**config.mk**
```make
export PLATFORM = sky130hd
export DESIGN_NAME = uart_rx
export DESIGN_NICKNAME = d
export VERILOG_FILES = /design/src/rtl/uart_rx.sv
export SDC_FILE = /design/constraint.sdc
export NUM_CORES = 1
export LEC_CHECK = 0
export BUFFER_PORTS_ARGS = -buffer_cell sky130_fd_sc_hd__clkbuf_2
export CORE_MARGIN = 2
export CORE_UTILIZATION = 50
export CTS_BUF_LIST = sky130_fd_sc_hd__clkbuf_2
export DETAILED_ROUTE_END_ITERATION = 10
export PLACE_DENSITY_LB_ADDON = 0.2
export SLEW_MARGIN = 20
export SYNTH_ARGS = -nofsm -noshare
export SYNTH_HDL_FRONTEND = slang
export SYNTH_SLANG_ARGS = --single-unit
export TNS_END_PERCENT = 50
```
**constraint.sdc**
```tcl
create_clock -name clk -period 2.08 [get_ports clk]
set_input_delay 0.104 -clock clk [delete_from_list [all_inputs] [get_ports clk]]
set_output_delay 0.104 -clock clk [all_outputs]
set_load 0.02 [all_outputs]
```
**src/rtl/uart_rx.sv**
```systemverilog
// UART receiver: oversamples an asynchronous line, deserialises start/data/stop
// frames and hands each good byte to the host through a one-entry valid/ready register.
module uart_rx #(
    parameter int DATA_WIDTH = 8,
    parameter int BAUD_RATE  = 115200,
    parameter int CLK_FREQ   = 100_000_000
) (
    input  logic                  clk,
    input  logic                  rst,
    input  logic                  rx_sig,
    output logic [DATA_WIDTH-1:0] data_to_host,
    output logic                  valid_to_host,
    input  logic                  ready_from_host,
    output logic                  frame_err,
    output logic                  overrun
);

    localparam int PULSE_WIDTH = CLK_FREQ / BAUD_RATE;
    localparam int HALF_PULSE  = PULSE_WIDTH / 2;
    localparam int CNT_W       = (PULSE_WIDTH > 1) ? $clog2(PULSE_WIDTH) : 1;
    localparam int IDX_W       = (DATA_WIDTH > 1) ? $clog2(DATA_WIDTH) : 1;

    localparam logic [CNT_W-1:0] CNT_HALF = CNT_W'(HALF_PULSE - 1);
    localparam logic [CNT_W-1:0] CNT_LAST = CNT_W'(PULSE_WIDTH - 1);
    localparam logic [IDX_W-1:0] IDX_LAST = IDX_W'(DATA_WIDTH - 1);

    typedef enum logic [1:0] {
        S_IDLE,
        S_START,
        S_DATA,
        S_STOP
    } state_t;

    logic                  r_sync;
    logic                  r_rx_s;
    logic                  r_rx_prev;
    state_t                r_state;
    logic [CNT_W-1:0]      r_cnt;
    logic [IDX_W-1:0]      r_idx;
    logic [DATA_WIDTH-1:0] r_shift;
    logic [DATA_WIDTH-1:0] r_data;
    logic                  r_valid;
    logic                  r_frame_err;
    logic                  r_overrun;

    logic w_start_edge;
    logic w_bit_tick;
    logic w_stop_good;
    logic w_read;

    assign w_start_edge = r_rx_prev & ~r_rx_s;
    assign w_bit_tick   = (r_cnt == CNT_LAST);
    assign w_stop_good  = (r_state == S_STOP) && w_bit_tick && r_rx_s;
    assign w_read       = r_valid & ready_from_host;

    always_ff @(posedge clk) begin
        if (rst) begin
            r_sync      <= 1'b0;
            r_rx_s      <= 1'b0;
            r_rx_prev   <= 1'b0;
            r_state     <= S_IDLE;
            r_cnt       <= '0;
            r_idx       <= '0;
            r_shift     <= '0;
            r_data      <= '0;
            r_valid     <= 1'b0;
            r_frame_err <= 1'b0;
            r_overrun   <= 1'b0;
        end else begin
            // Flops reset low so a line already low at reset release cannot look like an edge.
            r_sync      <= rx_sig;
            r_rx_s      <= r_sync;
            r_rx_prev   <= r_rx_s;
            r_frame_err <= 1'b0;
            r_overrun   <= 1'b0;

            case (r_state)
                S_IDLE: begin
                    r_cnt <= '0;
                    if (w_start_edge) begin
                        r_state <= S_START;
                    end
                end
                S_START: begin
                    if (r_cnt == CNT_HALF) begin
                        r_cnt <= '0;
                        if (!r_rx_s) begin
                            r_state <= S_DATA;
                            r_idx   <= '0;
                        end else begin
                            r_state <= S_IDLE;
                        end
                    end else begin
                        r_cnt <= r_cnt + 1'b1;
                    end
                end
                S_DATA: begin
                    if (w_bit_tick) begin
                        r_cnt   <= '0;
                        r_shift <= {r_rx_s, r_shift[DATA_WIDTH-1:1]};
                        if (r_idx == IDX_LAST) begin
                            r_state <= S_STOP;
                        end else begin
                            r_idx <= r_idx + 1'b1;
                        end
                    end else begin
                        r_cnt <= r_cnt + 1'b1;
                    end
                end
                S_STOP: begin
                    // Leave at mid-stop-bit so a back-to-back start edge is still caught.
                    if (w_bit_tick) begin
                        r_cnt   <= '0;
                        r_state <= S_IDLE;
                        if (!r_rx_s) begin
                            r_frame_err <= 1'b1;
                        end
                    end else begin
                        r_cnt <= r_cnt + 1'b1;
                    end
                end
                default: begin
                    r_state <= S_IDLE;
                    r_cnt   <= '0;
                end
            endcase

            if (w_stop_good) begin
                if (!r_valid || ready_from_host) begin
                    r_data  <= r_shift;
                    r_valid <= 1'b1;
                end else begin
                    r_overrun <= 1'b1;
                end
            end else if (w_read) begin
                r_valid <= 1'b0;
            end
        end
    end

    assign data_to_host  = r_data;
    assign valid_to_host = r_valid;
    assign frame_err     = r_frame_err;
    assign overrun       = r_overrun;

endmodule

```
After elaboration in Yosys (flattened, before gate mapping) --
Index checks and enable logic that the tools add are counted.
Word-level totals: bits in registers 37, bits of input ports 4, output and inout bits 11
Cells by class: add/subtract/negate cells 2, eq/ne operators 14, mux-type cells 20, bitwise operators 6, reduce and logical (&&, ||, !) cells 15
Operator list (count):
- $pmux 10 s3 | 1
- $mux 10 | 2
- $ne 2x2->1 const B | 7
- $mux 2 | 6
- $mux 3 | 4
- $add 10x1->10 const B | 1
- $eq 10x10->1 const B | 1
- $eq 10x9->1 const B | 1
- $reduce_and 5->1 | 2
- $pmux 2 s4 | 1
- $pmux 3 s2 | 1
- $reduce_and 2->1 | 3
- $mux 1 | 5
- $eq 2x2->1 const B | 2
- $not 1->1 | 4
- $reduce_bool 2->1 | 2
- $reduce_or 2->1 | 2
- $add 3x1->3 const B | 1
- $eq 3x3->1 const B | 1
- $reduce_or 3->1 | 1
- $and 1x1->1 | 2
- $eq 2x1->1 const B | 1
- $logic_and 1x1->1 | 2
- $logic_not 2->1 | 1
- 3 further kinds | 3

Depth between registers and ports, before layout --
Gate-level depths: netlist of run 1.
word-level depth 5, mapped depth 6, depth with buffers taken out 6

Worst setup path after synthesis of run 1 --
No wires, ideal clock.
path kind register to register, start register r_cnt[0], end register r_idx[0], setup time 75 ps, arrival 1403 ps, required time 2005 ps, setup slack 602 ps, stages on the path, launching flop included 7, clock period less this slack 1478 ps, cell sequence dfxtp_1 ha_1 and4bb_4 nand4_1 buf_6 a21o_1 o22ai_1
Between the ends: word-level cells in the longest chain between the ends 3, elaborated cells between the ends (all ways) 5, classes of those cells eq/ne (4); reduce/logical (1)
Ends and longest elaborated chain:
- from (decl) | line 38 | logic [CNT_W-1:0] r_cnt;
- from (signal assigned) | line 94 | r_cnt <= r_cnt + 1'b1;
- from (signal assigned) | line 107 | r_cnt <= r_cnt + 1'b1;
- from (signal assigned) | line 119 | r_cnt <= r_cnt + 1'b1;
- $eq 10x9->1 or $eq 10x10->1 (tied branches) | line 85, 52
- $ne 2x2->1 (no source line)
- $reduce_and 5->1 (no source line) (*)
- to (signal assigned) | line 104 | r_idx <= r_idx + 1'b1;
- to (decl) | line 39 | logic [IDX_W-1:0] r_idx;
Every way passes the cells marked *; elsewhere a longest branch is shown, timed or not. A chain may end at the register's enable or synchronous reset.

Final worst setup path of run 1 --
start register r_cnt[0], end register r_cnt[7]
Between the ends: word-level cells in the longest chain between the ends 3, elaborated cells between the ends (all ways) 6, classes of those cells add/sub (1); eq/ne (2); mux (3)
Ends and longest elaborated chain:
- $add 10x1->10, or another cell as far along | line 94, 107, 119
- $mux 10 (on tied branches) | line 98, 112, 85
- $pmux 10 s3 (*) | line 77 | case (r_state)
Marks and branches as above.

==> run summary, run 1 <==
The run finished with clean final reports. Number of hold-slack violations in the final timing report: 0. The tools report the floorplan row count as 20.

The areal power density over the cells came out at 607 nW/um2. Cell type with the highest aggregate area in the netlist: sky130_fd_sc_hd__dfxtp_1. The total nets after synthesis is 177. The number of antenna diodes in the final layout is 0. In the synthesized netlist, the number of instances is 169. Routability-driven placement finished with a final weighted congestion of 0.874. Among cell families on the critical path, the largest total delay comes from compound AO/OA/AOI/OAI gates.

TritonCTS built the clock tree. In the routed layout, each cell is associated on average with a via count of 5.28. The final-stage net count was 190; the count of buffers from port buffering was 14. Data on the critical path is required at its endpoint by 2350 ps.

By area the synthesized netlist is led by sky130_fd_sc_hd__dfxtp_1 47%, sky130_fd_sc_hd__mux2i_1 5.1%, sky130_fd_sc_hd__nand3_1 4.8%, sky130_fd_sc_hd__nor2_1 4.5%, sky130_fd_sc_hd__a21oi_1 3.8%. In this run the clock root is driven by a sky130_fd_sc_hd__clkbuf_2. The placed instances occupy a cell area of 1650 um2.

The clock slew at the register clock pins of the worst setup and hold paths came out at 170 ps. On the worst path, the slowest cell contributes a delay of 440 ps. The most common flop cell mapped by yosys was sky130_fd_sc_hd__dfxtp_1. The logs give 1099 for the number of global-route vias before repair and 279 for the fill cell total of the finished layout.

Wires add up to 2.82 mm. Dividing the detail-routed wire length by the instance count gives 12.5 um. In this run the worst path has a maximum fanout of 10. The worst path meets setup with 364 ps of slack. For this run the aggregate overflow at the end of global routing stands at 0. The number of warning messages in the yosys log is 0, and the worst hold slack across all endpoints is 46.8 ps. The completed layout was analyzed and its total power is 1030 uW. After layout, the minimum clock period comes to 1720 ps. The effective utilization at floorplan is 0.521. The fraction of post-synthesis cell area in the top cell type by area was 0.470. Traced cell by cell, the critical path runs through ha_1, and4bb_4, a31oi_1, o21ai_2, nor2_1.

After clock tree synthesis, the repair step resized 0 gates. The worst slew margin relative to its limit was 0.639. From synthesis to final layout, the design area changed by 7.54%. In this run the static leakage power is 0.000674 uW. Summed over all nets, the half-perimeter wirelength after detailed placement is 1.95 mm. The average instance in the mapped netlist occupies 9.33 um2.

The finished cells cover 1700 um2. The floorplan die width is 60.2 um, and the floorplan die area is 3620 um2. After synthesis, the most frequently instantiated cells are 37 x sky130_fd_sc_hd__dfxtp_1, 19 x sky130_fd_sc_hd__nor2_1, 15 x sky130_fd_sc_hd__nand3_1, 12 x sky130_fd_sc_hd__a21oi_1, 9 x sky130_fd_sc_hd__o21ai_0. For the number of violations reported at the end of detailed-routing iteration 0, the log shows 45. Setup violations remaining at the end of the flow were counted as 0. At the pin with the least slew margin, the transition time is 542 ps. The number of buffer and inverter instances along the worst setup path is 0.

Aggregate negative setup slack: 0 ps. The worst setup path is launched from a flip-flop. The count of nets left with antenna violations once routing finished came out at 0. The clock passes through at most 2 buffers. The first global-routing pass estimated 4.87 mm of wire.

The tool flagged a number of max-cap violations equal to 0. For this design the top-level I/O count stands at 15. The synthesized netlist occupies a cell area of 1580 um2. Entering global routing, the biggest net connects 32 pins. The number of enable-type register cells in the synthesized netlist was 0; the standard cell core area was 3030 um2.

The maximum clock frequency was 583 MHz; the overall die height was 60.2 um. The first-pass iteration count of the detailed router is 4. The slowest stage of the critical path is the sky130_fd_sc_hd__dfxtp_1 cell.

The tools report the setup slack after placement as 380 ps. Fraction of layout instances using a drive strength above 1: 0.154. The number of H-tree levels came out at 2. The largest voltage drop on the vdd net is 292 uV.

The number of antenna violations at the first check in global routing was 0; the portion of the post-synthesis area used by sequential elements was 0.470. The start-to-end type of the worst setup path is reg2reg. Setup repair after global routing left no endpoint under its margin. The share of synthesized flip-flops with an asynchronous set or reset is 0. Among all cell types in the netlist, the one instantiated most often is sky130_fd_sc_hd__dfxtp_1.

The total global routing track utilization is 0.185, and the number of vias after detailed routing is 1193. STA puts the critical path data arrival time at 1990 ps. In this run, synthesis produced a sequential element count of 37. In this run the worst hold path is classified as in2reg.

The run gives 0 as the final-report max-slew violation count. Later-pin clock latency in the skew report: 370 ps. After detailed routing, the number of remaining DRC violations is 0. The final worst clock skew was 9.68 ps.

STA classifies the critical path endpoint as a flip-flop. The number of buffers created by CTS was 5. The final cycle utilization of the critical path was 0.825; the number of different library cells in the post-synthesis netlist was 38. The CTS sink count was 37.
through the flow:
stage	cells	util
after floorplan	169	-
after global placement	218	0.545
after detailed placement	218	0.545
after CTS	226	0.560
after global routing	226	0.560
final	226	0.560
worst min-delay path, cell delays in order:
cell	delay, ps
sky130_fd_sc_hd__clkbuf_2	70
sky130_fd_sc_hd__nand2b_1	150
sky130_fd_sc_hd__nor4_1	70
worst paths after layout:
kind	start	endpoint	slack, ps	depth (start not counted)
max	r_cnt[0]	r_cnt[7]	360	5
max reg2reg	r_cnt[0]	r_cnt[7]	360	5
min reg2reg	r_sync	r_rx_s	470	1
min	ready_from_host	overrun	50	3
power by group:
part           switching (uW)  leakage, uW  internal (uW)
Sequential               2.52     0.000298            712
Clock                     219    0.0000265           78.5
Combinational            10.2     0.000350           7.34
Total                     232     0.000674            798
sequential cells by signal (all words and copies together), names as in the netlist, named ones only:
| name | flops |
|---|---|
| frame_err | 1 |
| r_rx_prev | 1 |
| r_rx_s | 1 |
| r_cnt | 10 |
| r_state | 1 |
| r_shift | 8 |
| valid_to_host | 1 |
| r_sync | 1 |
| overrun | 1 |
| data_to_host | 8 |
| r_idx | 3 |
cells by family (layout without fill, tap and decap cells):
logic type               count (synthesis)  count (layout)  synth area share
AO/OA/AOI/OAI                           30              30             0.111
XOR/XNOR                                 8               8            0.0444
adder cells (fa/ha/maj)                  4               4            0.0317
buffers and inverters                   15              28            0.0484
flip-flops                              37              37             0.470
multiplexers                             8               8            0.0508
AND/OR/NAND/NOR                         67              67             0.244
layout by cell type, fill, tap and decap left out, drive strengths merged, types with 6 or more instances in the layout:
master / Yosys / layout
o21ai: 10 / 10
dfxtp: 37 / 37
clkbuf: 6 / 20
a21oi: 12 / 12
xor2: 6 / 6
mux2i: 8 / 8
nand3: 15 / 15
nor2: 19 / 19
per-layer routing:
layer	wire, um	up-vias	track usage
met3	91	4	0.0758
met2	1330	21	0.264
met5	0	-	0
met4	36	0	0.0794
li1	-	615	-
met1	1360	553	0.244
cell type report:
type                    instances  area (um2)  area share
flip-flops and latches         37         741       0.437
repair buffers                 16        87.6      0.0517
clock inverters                 1        3.75     0.00221
multi-input cells             117         759       0.448
well taps                      44        55.1      0.0325
inverters                       5        18.8      0.0111
clock buffers                   6        30.0      0.0177
repair_timing:
item	4_1_cts	5_1_grt
setup buffers	0	0
hold buffers	1	0
hold endpoints to repair	1	0
Note: power is estimated with default switching activity, not from simulation.
==> run 2, diff against run 1 <==
- clock period: 2.08 -> 1.7 ns (I/O delays scaled with it)
==> run summary, run 2 (same netlist as run 1, synthesis figures left out) <==
The max-cap violation count is 0 (unchanged), and the post-route minimum period is 1590 ps (-126 ps). Number of antenna violations at the first check in global routing: 0 (unchanged). The pin count of the biggest net entering global routing was 20 (-38%); the reg-to-reg setup timing slack was 110 ps (-250 ps).

The leakage power figure was 0.000719 uW (+6.6%). For the largest voltage drop on the vdd net, the log shows 487 uV (+67%). For the first-pass iteration count of the detailed router, the log shows 4 (unchanged). For the floorplan row count, the log shows 20 (unchanged). The logs give 29.9 ps (-350 ps) for the setup slack after placement and 44 (-2.2%) for the number of violations reported at the end of detailed-routing iteration 0. Number of global-route vias before repair: 1113 (+1.3%).

Clock slew at the register clock pins of the worst setup and hold paths: 190 ps (+20 ps). The areal power density over the cells is 733 nW/um2 (+21%). The worst register-to-register path ends at r_state[0].

Count of buffers from port buffering: 14 (unchanged). For the effective utilization at floorplan, the log shows 0.521 (unchanged). For the final-stage net count, the log shows 198 (+4.2%). Flip-flop count of the largest register after layout: 10 (unchanged). Post-route DRC violation count: 0 (unchanged).

The detailed placement HPWL came out at 2.00 mm (+2.6%). The floorplan die width was 60.2 um (unchanged). The CTS root buffer is sky130_fd_sc_hd__clkbuf_2. The run gives 629 MHz (+7.9%) as the maximum clock frequency.

The tightest min-delay check is of the reg2reg type. The logs give 0 ps (unchanged) for the aggregate negative setup slack and 2 (unchanged) for the number of H-tree levels. r_cnt holds more flip-flops than any other register. The count of antenna-violating nets left after detailed routing was 0 (unchanged); the worst hold slack across all endpoints was 455 ps (+409 ps). The worst slew margin relative to its limit was 0.735 (+0.0957).

The final-report setup violation count is 0 (unchanged), and the number of vias after detailed routing is 1228 (+2.9%). Capturing element type of the critical path: a flip-flop. The launch instance of the worst register-to-register path is r_cnt[0].

Cell depth of the worst flop-to-flop path: 5 (unchanged). Wire length of the first global-routing pass: 4.93 mm (+1.1%). The path with the worst hold slack has its endpoint at r_cnt[0]. The ratio of routed vias to standard cells was 5.23 (-1.0%); the final weighted congestion in routability-driven placement was 0.768 (-12%). Final cycle utilization of the critical path: 0.935 (+0.110).

The buffer levels on the longest clock path was 2 (unchanged). Origin of the worst min-delay path: r_cnt[0]. The routed wire length per instance came out at 12.4 um (-0.21%).

The tools report the number of setup buffers added after CTS as 0 (unchanged). The tools report the routed wire length as 2.93 mm (+3.8%). The later-pin clock latency in the skew report was 410 ps (+40 ps). The run finished with clean final reports. Leaving out fill and tap cells, the most frequent cell in the layout is sky130_fd_sc_hd__dfxtp_1. Compared with the post-synthesis result, the final layout area differs by 14.1%. The overall die height works out to 60.2 um (unchanged). The logs give 3620 um2 (unchanged) for the floorplan die area and 5 (unchanged) for the number of buffers created by CTS. The top cell types in the final layout, fill and taps aside, are 35 x sky130_fd_sc_hd__dfxtp_1, 19 x sky130_fd_sc_hd__nor2_1, 19 x sky130_fd_sc_hd__clkbuf_2.

For the standard cell core area, the log shows 3030 um2 (unchanged). The final critical-path setup slack is 110 ps (-254 ps). The total global routing track utilization is 0.185 (-0.000199), and the slew at the pin closest to its max-slew limit is 396 ps (-145 ps). The worst setup path is of the reg2reg kind. TritonCTS built the clock tree.

STA classifies the critical path startpoint as a flip-flop. The run gives 0 (unchanged) as the leftover overflow at the end of global routing. The number of antenna cells inserted was 0 (unchanged); the CTS sink count was 37 (unchanged). For the required time reported for the critical path endpoint, the log shows 2040 ps (-310 ps). The boundary pin count is 15 (unchanged). The tools report the arrival time at the worst endpoint as 1930 ps (-60 ps). The fraction of layout instances using a drive strength above 1 is 0.204 (+0.0503), and the maximum fanout count along the critical path is 5 (-5). The number of cells on the worst hold path was 1 (-2); the final worst clock skew was 21.9 ps (+12.2 ps).

Number of hold-slack violations in the final timing report: 0 (unchanged). The tools report the final-report max-slew violation count as 0 (unchanged).
run 2: power by group:
part / switching (uW) / leakage, uW / total, uW / internal [uW]
clock network: 312 / 0.0000294 / 415 / 104
registers: 2.87 / 0.000300 / 873 / 870
logic: 14.3 / 0.000390 / 29.4 / 15.1
run 2: what timing repair did:
action / 4_1_cts / 5_1_grt
endpoints found under the setup margin: 0 / 16
hold buffers: 4 / 0
endpoints found under the hold margin: 7 / 0
resized for setup: 0 / 6
run 2: critical path: stages (launching register included):
cell	delay, ps
sky130_fd_sc_hd__dfxtp_4	410
sky130_fd_sc_hd__ha_1	160
sky130_fd_sc_hd__and4bb_4	270
sky130_fd_sc_hd__a31oi_1	170
sky130_fd_sc_hd__or3_1	400
sky130_fd_sc_hd__a21oi_1	130
run 2: how the worst max path moves through the flow:
| stage | slack, ps | cells after the start | endpoint | startpoint |
|---|---|---|---|---|
| after floorplan | 220 | 6 | r_idx[0] | r_cnt[0] |
| after global placement | 160 | 5 | r_cnt[9] | r_cnt[0] |
| after detailed placement | 30 | 5 | r_cnt[3] | r_cnt[0] |
| after CTS | 8 | 5 | r_cnt[3] | r_cnt[0] |
| after global routing | -4 | 4 | r_state[0] | r_cnt[8] |
| final | 110 | 5 | r_state[0] | r_cnt[0] |
run 2: layout make-up:
| type | instances | area (um2) |
|---|---|---|
| clock buffers | 5 | 25.0 |
| clock inverters | 3 | 21.3 |
| fillers | 277 | 1230 |
| inverters | 5 | 18.8 |
| multi-input cells | 117 | 778 |
| flip-flops and latches | 37 | 746 |
| well taps | 44 | 55.1 |
| repair buffers | 24 | 155 |
run 2: metrics by stage:
step / utilization / instance area, um2 / std cells / total power [uW]
finish: 0.594 / 1800 / 235 / 1320
global route: 0.594 / 1800 / 235 / 1370
CTS: 0.586 / 1780 / 235 / 1330
detailed placement: 0.558 / 1690 / 223 / 914
global placement: 0.558 / 1690 / 223 / 913
floorplan: - / 1580 / 169 / 907
run 2: per-layer routing:
metal	vias up	share of wire	GRT usage
met4	0	0.011	0.0667
met2	15	0.48	0.289
li1	630	-	-
met3	5	0.032	0.0714
met1	578	0.48	0.230
met5	-	0	0
==> run 3, diff against run 2 <==
- ABC_AREA: default -> 1
==> run summary, run 3 <==
The maximum clock frequency was 654 MHz (+4.0%). The later-pin clock latency in the skew report is 380 ps (-30 ps), and the number of enable-type register cells in the synthesized netlist is 0 (unchanged). The internal power contribution came out at 1190 uW (+20%).

The share of synthesized flip-flops with an asynchronous set or reset is 0 (unchanged). The run gives 2.83 mm (-3.2%) as the routed wire length. The largest individual stage delay along the critical path comes from the cell sky130_fd_sc_hd__dfxtp_2. The CTS sink count was 37 (unchanged); the maximum fanout count along the critical path was 10 (+5). For the first-pass iteration count of the detailed router, the log shows 4 (unchanged).

The post-route DRC violation count was 0 (unchanged). The run gives 0.515 (-0.00599) as the effective utilization at floorplan. The floorplan die width is 62.1 um (+3.3%), and the fraction of layout instances using a drive strength above 1 is 0.207 (+0.00256). The fill cell total of the finished layout was 328 (+18%); the number of global-route vias before repair was 1241 (+12%).

The number of hold-slack violations in the final timing report came out at 0 (unchanged). For the number of different library cells in the post-synthesis netlist, the log shows 31 (-18%). The leftover overflow at the end of global routing was 0 (unchanged); the number of buffer and inverter instances along the worst setup path was 1 (+1). The aggregate negative setup slack is 0 ps (unchanged). The run gives 0.438 (-0.0316) as the portion of the post-synthesis area used by sequential elements. The setup slack after placement is 158 ps (+128 ps).

Start-to-end type of the worst setup path: reg2reg. The delay of the slowest critical-path stage is 390 ps (-20 ps). Setup repair after global routing left no endpoint under its margin. The worst slew margin relative to its limit is 0.792 (+0.0577), and the final critical-path setup slack is 171 ps (+61.0 ps). The tools report the total nets after synthesis as 224 (+27%).

The logs give 2.09 mm (+4.5%) for the detailed placement HPWL and 216 (+28%) for the number of instances in the synthesized netlist. In the post-synthesis netlist, the cell with the most instances is sky130_fd_sc_hd__nand2_1. The slew at the pin closest to its max-slew limit is 310 ps (-86.6 ps), and the areal power density over the cells is 864 nW/um2 (+18%). The final cycle utilization of the critical path works out to 0.899 (-0.0359). The tools report the final worst clock skew as 10.7 ps (-11.2 ps). TritonCTS built the clock tree.

The tools report the power after layout as 1630 uW (+24%). Power share of the sequential group: 0.561 (-0.102). The arrival time at the worst endpoint is 1820 ps (-110 ps), and the count of buffers from port buffering is 14 (unchanged). The run gives 0 (unchanged) as the number of warning messages in the yosys log. The synthesized flop and latch total came out at 37 (unchanged). For the buffer levels on the longest clock path, the log shows 2 (unchanged).

The fraction of post-synthesis cell area in the top cell type by area is 0.438 (-0.0316), and the standard cell core area is 3280 um2 (+8.5%). Among cell families on the critical path, the largest total delay comes from simple AND/OR/NAND/NOR gates. The number of setup buffers added after CTS was 0 (unchanged); the overall die height was 62.1 um (+3.3%).

The run gives 1690 um2 (+7.2%) as the combined area of all synthesized cells. The worst hold slack across all endpoints came out at 31.8 ps (-424 ps). Leaving out fill and tap cells, the most frequent cell in the layout is sky130_fd_sc_hd__nand2_1. Flip-flop count of the largest register after layout: 10 (unchanged). Sorting the synthesized cells by how often they occur yields 41 x sky130_fd_sc_hd__nand2_1, 37 x sky130_fd_sc_hd__dfxtp_1, 36 x sky130_fd_sc_hd__nor2_1, 33 x sky130_fd_sc_hd__inv_1, 14 x sky130_fd_sc_hd__a21oi_1.

For this run, the leading register cell type out of synthesis is sky130_fd_sc_hd__dfxtp_1. The clock slew at the register clock pins of the worst setup and hold paths was 190 ps (about the same); the number of antenna violations at the first check in global routing was 0 (unchanged). The floorplan die area came out at 3860 um2 (+6.7%).

Final-report setup violation count: 0 (unchanged). The ratio of routed vias to standard cells is 4.79 (-8.3%), and the switching power share of the total is 0.270 (+0.0206). The combinational power share was 0.111 (+0.089); the max-cap violation count was 0 (unchanged). The final-report max-slew violation count is 0 (unchanged). Ranked by total cell area, the synthesized netlist is headed by sky130_fd_sc_hd__dfxtp_1 44%, sky130_fd_sc_hd__nand2_1 9.1%, sky130_fd_sc_hd__nor2_1 8.0%, sky130_fd_sc_hd__inv_1 7.3%, sky130_fd_sc_hd__a211oi_2 5.9%. The required time reported for the critical path endpoint was 2000 ps (-40 ps); the number of buffers created by CTS was 5 (unchanged). The post-route minimum period was 1530 ps (-61.0 ps).

The capturing element type of the critical path was a flip-flop. The area overhead of the layout relative to synthesis came out at 11.5%. The count of antenna-violating nets left after detailed routing was 0 (unchanged).

Routed wire length per instance: 10.0 um (-20%). Summed over all instances, the cell type with the most area after synthesis is sky130_fd_sc_hd__dfxtp_1. The number of antenna cells inserted was 0 (unchanged); the pin count of the biggest net entering global routing was 18 (-10%). The logs give 0.173 (-0.0117) for the total global routing track utilization and 0.793 (+3.2%) for the final weighted congestion in routability-driven placement. Mean cell area of the mapped netlist: 7.83 um2 (-16%).

The tools report the number of vias after detailed routing as 1356 (+10%). The top register by number of flip-flops was r_cnt. The class of the worst hold path was in2reg.

The run finished with clean final reports. The floorplan row count is 21 (+5.0%), and the number of violations reported at the end of detailed-routing iteration 0 is 59 (+34%). The wire length of the first global-routing pass is 5.34 mm (+8.4%), and the boundary pin count is 15 (unchanged).

The leakage power figure came out at 0.000840 uW (+17%). Net switching power of the design: 440 uW (+34%). The tools report the share of total power in the clock network as 0.328 (+0.013).

The top cell types in the final layout, fill and taps aside, are 41 x sky130_fd_sc_hd__nand2_1, 36 x sky130_fd_sc_hd__nor2_1, 36 x sky130_fd_sc_hd__dfxtp_1. Final-stage net count: 244 (+23%). The tree is rooted in a sky130_fd_sc_hd__clkbuf_2. Number of H-tree levels: 2 (unchanged).

The signal on the critical path passes through ha_1, inv_1, nor2_1, nand4_1, nand2_1, nand2_1, nand2_2, nor2_1, o21a_1. The nature of the critical path startpoint was a flip-flop. For the largest voltage drop on the vdd net, the log shows 598 uV (+23%).
## run 3: cell count changes after synthesis, moves of 8 or more
cell	change
sky130_fd_sc_hd__nand2_1	+38
sky130_fd_sc_hd__inv_1	+28
sky130_fd_sc_hd__mux2i_1	-8
sky130_fd_sc_hd__nor2_1	+17
sky130_fd_sc_hd__a211oi_2	+8
sky130_fd_sc_hd__nand3_1	-10
sky130_fd_sc_hd__o21ai_0	-8
## run 3: what timing repair did
action                                 CTS  global route
setup endpoints to repair                0             1
resized for setup                        0             1
hold buffers                             1             0
endpoints found under the hold margin    1             0
## run 3: layout make-up
| type | instances | area [um2] | area share |
|---|---|---|---|
| multi-input cells | 137 | 782 | 0.415 |
| flip-flops and latches | 37 | 742 | 0.393 |
| inverters | 38 | 143 | 0.0756 |
| repair buffers | 17 | 95.1 | 0.0504 |
| well taps | 46 | 57.6 | 0.0305 |
| clock inverters | 3 | 41.3 | 0.0219 |
| clock buffers | 5 | 25.0 | 0.0133 |
## run 3: power groups by stage
stage	Clock (uW)	Combinational, uW	Sequential, uW
after global placement	0	179	931
after detailed placement	0	180	931
after floorplan	0	153	925
after global routing	592	211	919
final	535	180	915
after CTS	552	183	914
## run 3: routing by layer
layer / routed length (um) / global-route usage / vias to the layer above
met5: 0 / 0 / -
met4: 58 / 0.0667 / 0
met3: 113 / 0.0598 / 7
met2: 1240 / 0.270 / 24
met1: 1420 / 0.221 / 608
li1: - / - / 717
## run 3: final timing paths
path / start / endpoint / slack [ps] / depth (start not counted)
max: r_cnt[0] / r_cnt[9] / 170 / 9
min: ready_from_host / overrun / 30 / 4
max reg2reg: r_cnt[0] / r_cnt[9] / 170 / 9
min reg2reg: r_sync / r_rx_s / 420 / 2
## run 3: logic make-up (layout without fill, tap and decap cells)
kind of cell,after synthesis,after routing,synth area share
buffers and inverters,42,63,0.0992
flip-flops,37,37,0.438
AND/OR/NAND/NOR,103,103,0.301
AO/OA/AOI/OAI,28,28,0.121
adder cells (fa/ha/maj),4,4,0.0296
XOR/XNOR,2,2,0.0104
## run 3: tightest hold or removal path, delay by kind of cell
family	cells	cell delay, ps
AND/OR/NAND/NOR	2	110
buffers and inverters	2	200
## run 3: through the flow
stage,cells,utilization,instance area [um2]
6_report,283,0.574,1890
5_1_grt,283,0.574,1890
4_1_cts,283,0.574,1880
3_5_place_dp,274,0.550,1810
3_3_place_gp,274,0.550,1810
2_1_floorplan,216,-,1690
